[config.mk]
export PLATFORM = sky130hd
export DESIGN_NAME = node_packet_sender
export DESIGN_NICKNAME = d
export VERILOG_FILES = /design/src/rtl/node_packet_sender.sv
export SDC_FILE = /design/constraint.sdc
export NUM_CORES = 1
export LEC_CHECK = 0
export CORE_MARGIN = 5
export CORE_UTILIZATION = 50
export CTS_CLUSTER_DIAMETER = 100
export DETAILED_ROUTE_END_ITERATION = 8
export GPL_TIMING_DRIVEN = 0
export HOLD_SLACK_MARGIN = 0.15
export PLACE_DENSITY = 0.78
export SLEW_MARGIN = 20
export SYNTH_ARGS = -nofsm -noshare
export SYNTH_HDL_FRONTEND = slang
export SYNTH_SLANG_ARGS = --single-unit
[constraint.sdc]
create_clock -name clock -period 4.8 [get_ports clock]
set_input_delay 1.2 -clock clock [delete_from_list [all_inputs] [get_ports clock]]
set_output_delay 1.2 -clock clock [all_outputs]
set_load 0.005 [all_outputs]
[src/rtl/node_packet_sender.sv]
// Node-side transmit port: queues 32-bit packets in a FIFO and serializes each one as
// four MSB-first bytes on the router put/payload/free handshake. Optional self-drop: NODE_SELF_DROP_EN.
module node_packet_sender #(
    parameter int NODEID     = 0,
    parameter int FIFO_DEPTH = 4
) (
    input  logic                          clock,
    input  logic                          reset_n,
    input  logic                          pkt_valid,
    input  logic [31:0]                   pkt_data,
    output logic                          pkt_ready,
    input  logic                          router_free,
    output logic                          put_router,
    output logic [7:0]                    payload_router,
    output logic [$clog2(FIFO_DEPTH):0]   fifo_count,
    output logic [15:0]                   sent_count,
    output logic [7:0]                    drop_count
);

    localparam int AW = $clog2(FIFO_DEPTH);
    localparam int CW = AW + 1;

    typedef enum logic [1:0] {
        ST_IDLE,
        ST_SEND,
        ST_GAP
    } state_t;

    state_t        state_q, state_d;
    logic [1:0]    idx_q, idx_d;
    logic [31:0]   shift_q, shift_d;
    logic          put_q, put_d;
    logic [7:0]    payload_q, payload_d;
    logic [15:0]   sent_q, sent_d;
    logic [CW-1:0] count_q, count_d;
    logic [AW-1:0] wr_ptr_q, rd_ptr_q;
    logic [31:0]   mem_q [FIFO_DEPTH];

    logic          accept;
    logic          self_pkt;
    logic          push;
    logic          launch;
    logic [31:0]   head;

    assign pkt_ready = (count_q != CW'(FIFO_DEPTH));
    assign accept    = pkt_valid && pkt_ready;

`ifdef NODE_SELF_DROP_EN
    assign self_pkt  = (pkt_data[27:24] == 4'(NODEID));
`else
    assign self_pkt  = 1'b0;
`endif

    assign push    = accept && !self_pkt;
    // router_free only matters here; once a packet is launched it always completes.
    assign launch  = (state_q != ST_SEND) && (count_q != '0) && router_free;
    assign head    = mem_q[rd_ptr_q];
    assign count_d = count_q + CW'(push) - CW'(launch);

    // NOTE: the packet storage has no reset; the count and pointers alone decide what is valid,
    // so clearing the array would only add reset fan-out.
    always_ff @(posedge clock) begin
        if (push) begin
            mem_q[wr_ptr_q] <= pkt_data;
        end
    end

    // NOTE: every sequential update uses <=, so all registers see the same pre-edge values.
    always_ff @(posedge clock or negedge reset_n) begin
        if (!reset_n) begin
            wr_ptr_q <= '0;
            rd_ptr_q <= '0;
            count_q  <= '0;
        end else begin
            if (push) begin
                wr_ptr_q <= wr_ptr_q + 1'b1;
            end
            if (launch) begin
                rd_ptr_q <= rd_ptr_q + 1'b1;
            end
            count_q <= count_d;
        end
    end

    always_comb begin
        // NOTE: defaults first so every path assigns every output and no latch is inferred.
        state_d   = state_q;
        idx_d     = idx_q;
        shift_d   = shift_q;
        put_d     = 1'b0;
        payload_d = 8'h00;
        sent_d    = sent_q;
        case (state_q)
            ST_IDLE, ST_GAP: begin
                if (launch) begin
                    state_d   = ST_SEND;
                    idx_d     = 2'd0;
                    put_d     = 1'b1;
                    payload_d = head[31:24];
                    shift_d   = {head[23:0], 8'h00};
                end else begin
                    state_d   = ST_IDLE;
                end
            end
            ST_SEND: begin
                if (idx_q == 2'd3) begin
                    state_d = ST_GAP;
                    sent_d  = sent_q + 16'd1;
                end else begin
                    idx_d     = idx_q + 2'd1;
                    put_d     = 1'b1;
                    payload_d = shift_q[31:24];
                    shift_d   = {shift_q[23:0], 8'h00};
                end
            end
            default: begin
                state_d = ST_IDLE;
            end
        endcase
    end

    always_ff @(posedge clock or negedge reset_n) begin
        if (!reset_n) begin
            state_q   <= ST_IDLE;
            idx_q     <= 2'd0;
            shift_q   <= '0;
            put_q     <= 1'b0;
            payload_q <= 8'h00;
            sent_q    <= '0;
        end else begin
            state_q   <= state_d;
            idx_q     <= idx_d;
            shift_q   <= shift_d;
            put_q     <= put_d;
            payload_q <= payload_d;
            sent_q    <= sent_d;
        end
    end

`ifdef NODE_SELF_DROP_EN
    logic [7:0] drop_q;

    always_ff @(posedge clock or negedge reset_n) begin
        if (!reset_n) begin
            drop_q <= 8'h00;
        end else if (accept && self_pkt && (drop_q != 8'hFF)) begin
            drop_q <= drop_q + 8'd1;
        end
    end

    assign drop_count = drop_q;
`else
    assign drop_count = 8'h00;
`endif

    assign put_router     = put_q;
    assign payload_router = payload_q;
    assign fifo_count     = count_q;
    assign sent_count     = sent_q;

endmodule

=== Yosys cells after proc, flatten, opt, wreduce, memory -nomap -nowiden ===
Memories as Yosys holds them, arrays and structs flattened.
Index checks and enable logic that the tools add are counted.

* Equal/unequal tests: 8
* Mux-type cells: 17
* Reduce and logical (&&, ||, !) cells: 9
* Add/sub/neg operators: 6

{| class="wikitable"
|+ Operators by type and width
! kind !! number
|-
| 32-bit 2-to-1 mux || 2
|-
| 32-bit one-hot mux with 2 select lines || 1
|-
| 16-bit by 1-bit adder with 16-bit output, second input constant || 1
|-
| 8-bit 2-to-1 mux || 2
|-
| 8-bit one-hot mux with 2 select lines || 1
|-
| 2-bit one-hot mux with 2 select lines || 2
|-
| 2-bit by 1-bit adder with 2-bit output, second input constant || 3
|-
| 2-bit 2-to-1 mux || 3
|-
| 2-bit != test, second input constant || 3
|-
| 1-bit 2-to-1 mux || 5
|-
| 2-bit == test, second input constant || 2
|-
| 3-bit by 1-bit adder with 3-bit output || 1
|-
| 1-bit logical AND || 3
|-
| 3-bit != test, second input constant || 1
|-
| 3-bit AND reduction || 1
|-
| 3-bit nonzero test || 1
|-
| 3-bit by 1-bit subtractor with 3-bit output || 1
|-
| 2-bit by 1-bit == test with 1-bit output, second input constant || 1
|-
| 2-bit logical NOT || 1
|-
| 2-bit by 1-bit != test with 1-bit output, second input constant || 1
|-
| 1-bit one-hot mux with 2 select lines || 1
|-
| 2-bit AND reduction || 1
|-
| 2-bit nonzero test || 1
|-
| 2-bit OR reduction || 1
|}

* Memories: 1
* Output and inout port bits: 37
* Register bits after elaboration: 68
* Word-level logic and storage cells: 50
* Bits in writable memories: 128
* Input port bits: 36

{| class="wikitable"
|+ Memory list
! name !! depth !! bits a word !! read ports !! clocked after Yosys merged registers in !! wr ports !! line !! source
|-
| mem_q || 4 || 32 || 1 || 0 || 1 || 37 || <nowiki>logic [31:0] mem_q [FIFO_DEPTH];</nowiki>
|}

=== Depth between registers and ports, before layout ===
* Depth in word-level cells: 5
* Mapped depth: 11
* Depth with buffers taken out: 11

=== Worst setup path before layout ===
Ideal clock, no wire load.

* Path kind: input to register
* Start point: in router_free
* End point: reg count_q[2] (netlist: fifo_count[2])
* Cell stages on the path: 9
* Setup time: 128 ps
* Data required time: 4672 ps
* Arrival time: 2541 ps
* Path slack: 2131 ps
* Path buffers: 0
* Cell sequence: o31ai_2 nor2_1 ha_1 inv_1 ha_1 inv_1 fa_1 xnor2_1 xnor2_1

* Cells in the longest elaborated chain, start to end: 2

{| class="wikitable"
|+ RTL lines
! what !! line !! source
|-
| from (decl) || 12 || <nowiki>input logic router_free,</nowiki>
|-
| 1-bit logical AND || 56 || <nowiki>assign launch = (state_q != ST_SEND) && (count_q != '0) && router_free;</nowiki>
|-
| 3-bit by 1-bit subtractor with 3-bit output || 58 || <nowiki>assign count_d = count_q + CW'(push) - CW'(launch);</nowiki>
|-
| via count_d[2] || 35 || <nowiki>logic [CW-1:0] count_q, count_d;</nowiki>
|-
| to (signal assigned) || 81 || <nowiki>count_q <= count_d;</nowiki>
|-
| to (decl) || 35 ||
|}

The timed path passes the listed nets, and every way through them passes these cells.
A chain may end at the register's enable or synchronous reset.

=== Final worst setup path ===
Same ends and word-level chain as after synthesis.

==> flow_summary.yaml <==
yosys:
  synth_seq_cells: 188
  yosysSeqAreaShare_pct: 70.46
  yosysUniqueCellTypes: 41
  yosysWarnings: 0
  synthCells: 461
  avgSynthCellArea_sq_um: 16.46
  synth_area_sq_um: 7586
power_and_ir_drop:
  swShare_pct: 31.93
  clkPwrFrac_pct: 22.8
  ir_drop_uv: 444.5
  finalPower_mw: 5.603
  combPwrFrac_pct: 34.6
  p_per_area_nw_per_um2: 614.4
  p_leak_nw: 3.413
  switchingPower_mw: 1.789
  p_seq_share_pct: 42.6
  internal-power_mw: 3.815
clock_tree:
  clk_pin_slew_worst_paths_ns: 0.06
  cts_tree: "yes"
  cts_root_buf: "clkbuf_16"
  cts_sinks: 188
  ctsResizeCount: 0
  cts_hold_buffers: 0
  clk_latency_ns: 0.43
  clk_path_buf_depth: 2
  cts-buffers-inserted: 17
  h-tree-depth: 4
  cts_setup_buffers: 0
setup_path:
  rrSetupSlack_ns: 2.47
  setup.worst_path.end_class: "flop"
  path_max_fanout: 4
  arrival_ns: 3.18
  start_kind: "input pin"
  cp.required_ns: 5.11
  crit_type: "input pin to flop"
timing:
  setup_tns_ns: 0
  fmax_ghz: 0.3490
  period_share_pct: 59.70
  final-max-slew-violation-count: 0
  fin_crit_ns: 2.866
  rsz0062_at_grt: "false"
  setup-violations-final: 0
  tightest_slew_ns: 0.7508
  hold_viol: 0
  finClkSkew_ns: 0.005881
  relSlewSlack_pct: 49.95
min_path:
  hold_class: "flop to flop"
floorplanning:
  core_sq_um: 15030
  die_w_um: 133.2
  start_util_pct: 50.46
  rows: 45
  num_io_pins: 73
  dieArea_sq_um: 17740
  die_h_um: 133.2
place:
  port_buffers: 64
  hpwlAfterDp_um: 9960
  gp_congestion: 0.8856
final_layout:
  fin_nets: 600
  area_growth_pct: 20.22
  most-common-layout-cells: "edfxtp_1 (128), clkdlybuf4s50_1 (63), dfrtp_1 (60), nand3_1 (23), nand2_1 (22)"
  regArea_sq_um: 5345
  final_common_cell: "edfxtp_1"
  multiInputGateArea_sq_um: 2008
  antenna_cells: 0
  fill_cells: 1107
  drive_above_1_share_pct: 18.13
run:
  drv_cap: 0
grt:
  grt_usage_pct: 17.64
  grt_max_degree: 61
  grt_pass1_vias: 4412
  grt_pass1_wl_um: 23930
  antenna_found_initial: 0
  overflow: 0
route:
  dr.pass1.iters: 4
  post-route-drc-count: 0
  wl_um: 14740
  avgRoutedWirePerCell_um: 19.50
  viasPerCell: 5.509
  vias: 4165
  ant_nets: 0
  dr.first_iter.drc_count: 309
status:
  status: "completed"
power groups by stage:
| stage | clock, mW | combinational (mW) | sequential (mW) |
|---|---|---|---|
| 6_report | 1.28 | 1.94 | 2.39 |
| 5_1_grt | 1.37 | 2.11 | 2.43 |
| 4_1_cts | 1.30 | 1.96 | 2.39 |
| 3_3_place_gp | 0 | 1.84 | 2.41 |
| 2_1_floorplan | 0 | 1.31 | 2.37 |
| 3_5_place_dp | 0 | 1.94 | 2.42 |
critical path: stages:
cell and delay [ns]:
clkdlybuf4s50_1 0.48, o31ai_2 0.11, nor2_1 0.24, ha_1 0.28, inv_1 0.06, ha_1 0.12
inv_1 0.04, fa_1 0.37, xnor2_1 0.15, xnor2_1 0.12
cell type report:
type | count | share of cell area, %
buffer | 32 | 2.566
sequential | 188 | 58.61
inverter | 8 | 0.3293
multi-input combinational | 240 | 22.02
tap | 188 | 2.579
clock inverter | 13 | 1.111
clock buffer | 19 | 4.747
timing repair buffer | 68 | 8.040
sequential cells by signal, indices dropped and copies added, names as in the netlist:
name and count:
state_q 2, fifo_count 3, shift_q 24, rd_ptr_q 2, sent_count 16, put_router 1, wr_ptr_q 2, idx_q 2
payload_router 8, mem_q 128
cell families (layout without fill, tap and decap cells):
family / after synthesis / after routing / synth area share [%]
compound gates: 52 / 52 / 5.195
xor+xnor: 20 / 20 / 2.309
fa+ha+maj: 9 / 9 / 1.583
buf+inv: 40 / 140 / 3.480
flops: 188 / 188 / 70.46
mux: 51 / 51 / 10.26
other cells: 1 / 8 / 0.04943
simple gates: 100 / 100 / 6.664
final timing paths:
check / from / endpoint / cells after the start
max: router_free / fifo_count[2] / 10
min: sent_count[15] / sent_count[15] / 1
max reg2reg: state_q[0] / fifo_count[2] / 10
min reg2reg: sent_count[15] / sent_count[15] / 1
max in group asynchronous: reset_n / shift_q[13] / 1
min in group asynchronous: reset_n / sent_count[12] / 1
cells in the mapped netlist:
cell type / instances / area [sq um]
o31ai_2: 1 / 12.51
nand2b_1: 1 / 6.260
nor2b_1: 1 / 6.260
xor2_1: 4 / 35.03
mux2_1: 2 / 22.52
and2_1: 3 / 18.77
and3_1: 7 / 43.79
o21ai_2: 1 / 8.760
o21ai_0: 9 / 45.04
buf_1: 4 / 15.01
and4_1: 3 / 26.28
nand2_1: 22 / 82.58
a21oi_2: 6 / 52.55
buf_12: 1 / 20.02
o21ai_1: 1 / 5.000
mux2_2: 4 / 45.04
and4b_1: 1 / 10.01
nand3_1: 23 / 115.1
buf_4: 10 / 75.07
o211ai_1: 10 / 75.07
fa_1: 1 / 20.02
buf_2: 3 / 15.01
a21oi_1: 10 / 50.05
or3_1: 16 / 100.1
inv_1: 8 / 30.03
mux2i_1: 17 / 170.2
or3b_1: 1 / 8.760
nor2_1: 20 / 75.07
dfrtp_1: 60 / 1501
xnor2_1: 16 / 140.1
mux4_2: 16 / 360.4
mux2_4: 12 / 180.2
edfxtp_1: 128 / 3844
conb_1: 1 / 3.750
o211ai_2: 6 / 75.07
buf_8: 3 / 45.04
ha_1: 8 / 100.1
clkbuf_1: 8 / 30.03
buf_6: 3 / 33.78
a22o_1: 8 / 70.07
nand4_1: 2 / 12.51
layer usage:
metal	global-route usage [%]	wire length [um]	vias to the layer above
met5	0	0	-
li1	-	-	1915
met3	4.569	819	18
met4	5.429	180	0
met2	30.50	7670	133
met1	21.97	6073	2099
metrics by stage:
stage	hold slack [ns]	area [sq um]	utilization, %	setup slack [ns]	std cells
after floorplan	0.4573	7612	-	2.131	468
after global placement	0.4652	8488	56.46	0.7120	720
after detailed placement	0.4651	8586	57.11	1.474	724
after CTS	0.4747	9120	60.67	1.925	756
after global routing	0.5160	9120	60.67	1.792	756
final	0.4693	9120	60.67	1.934	756
(Power assumes the default switching activity.)
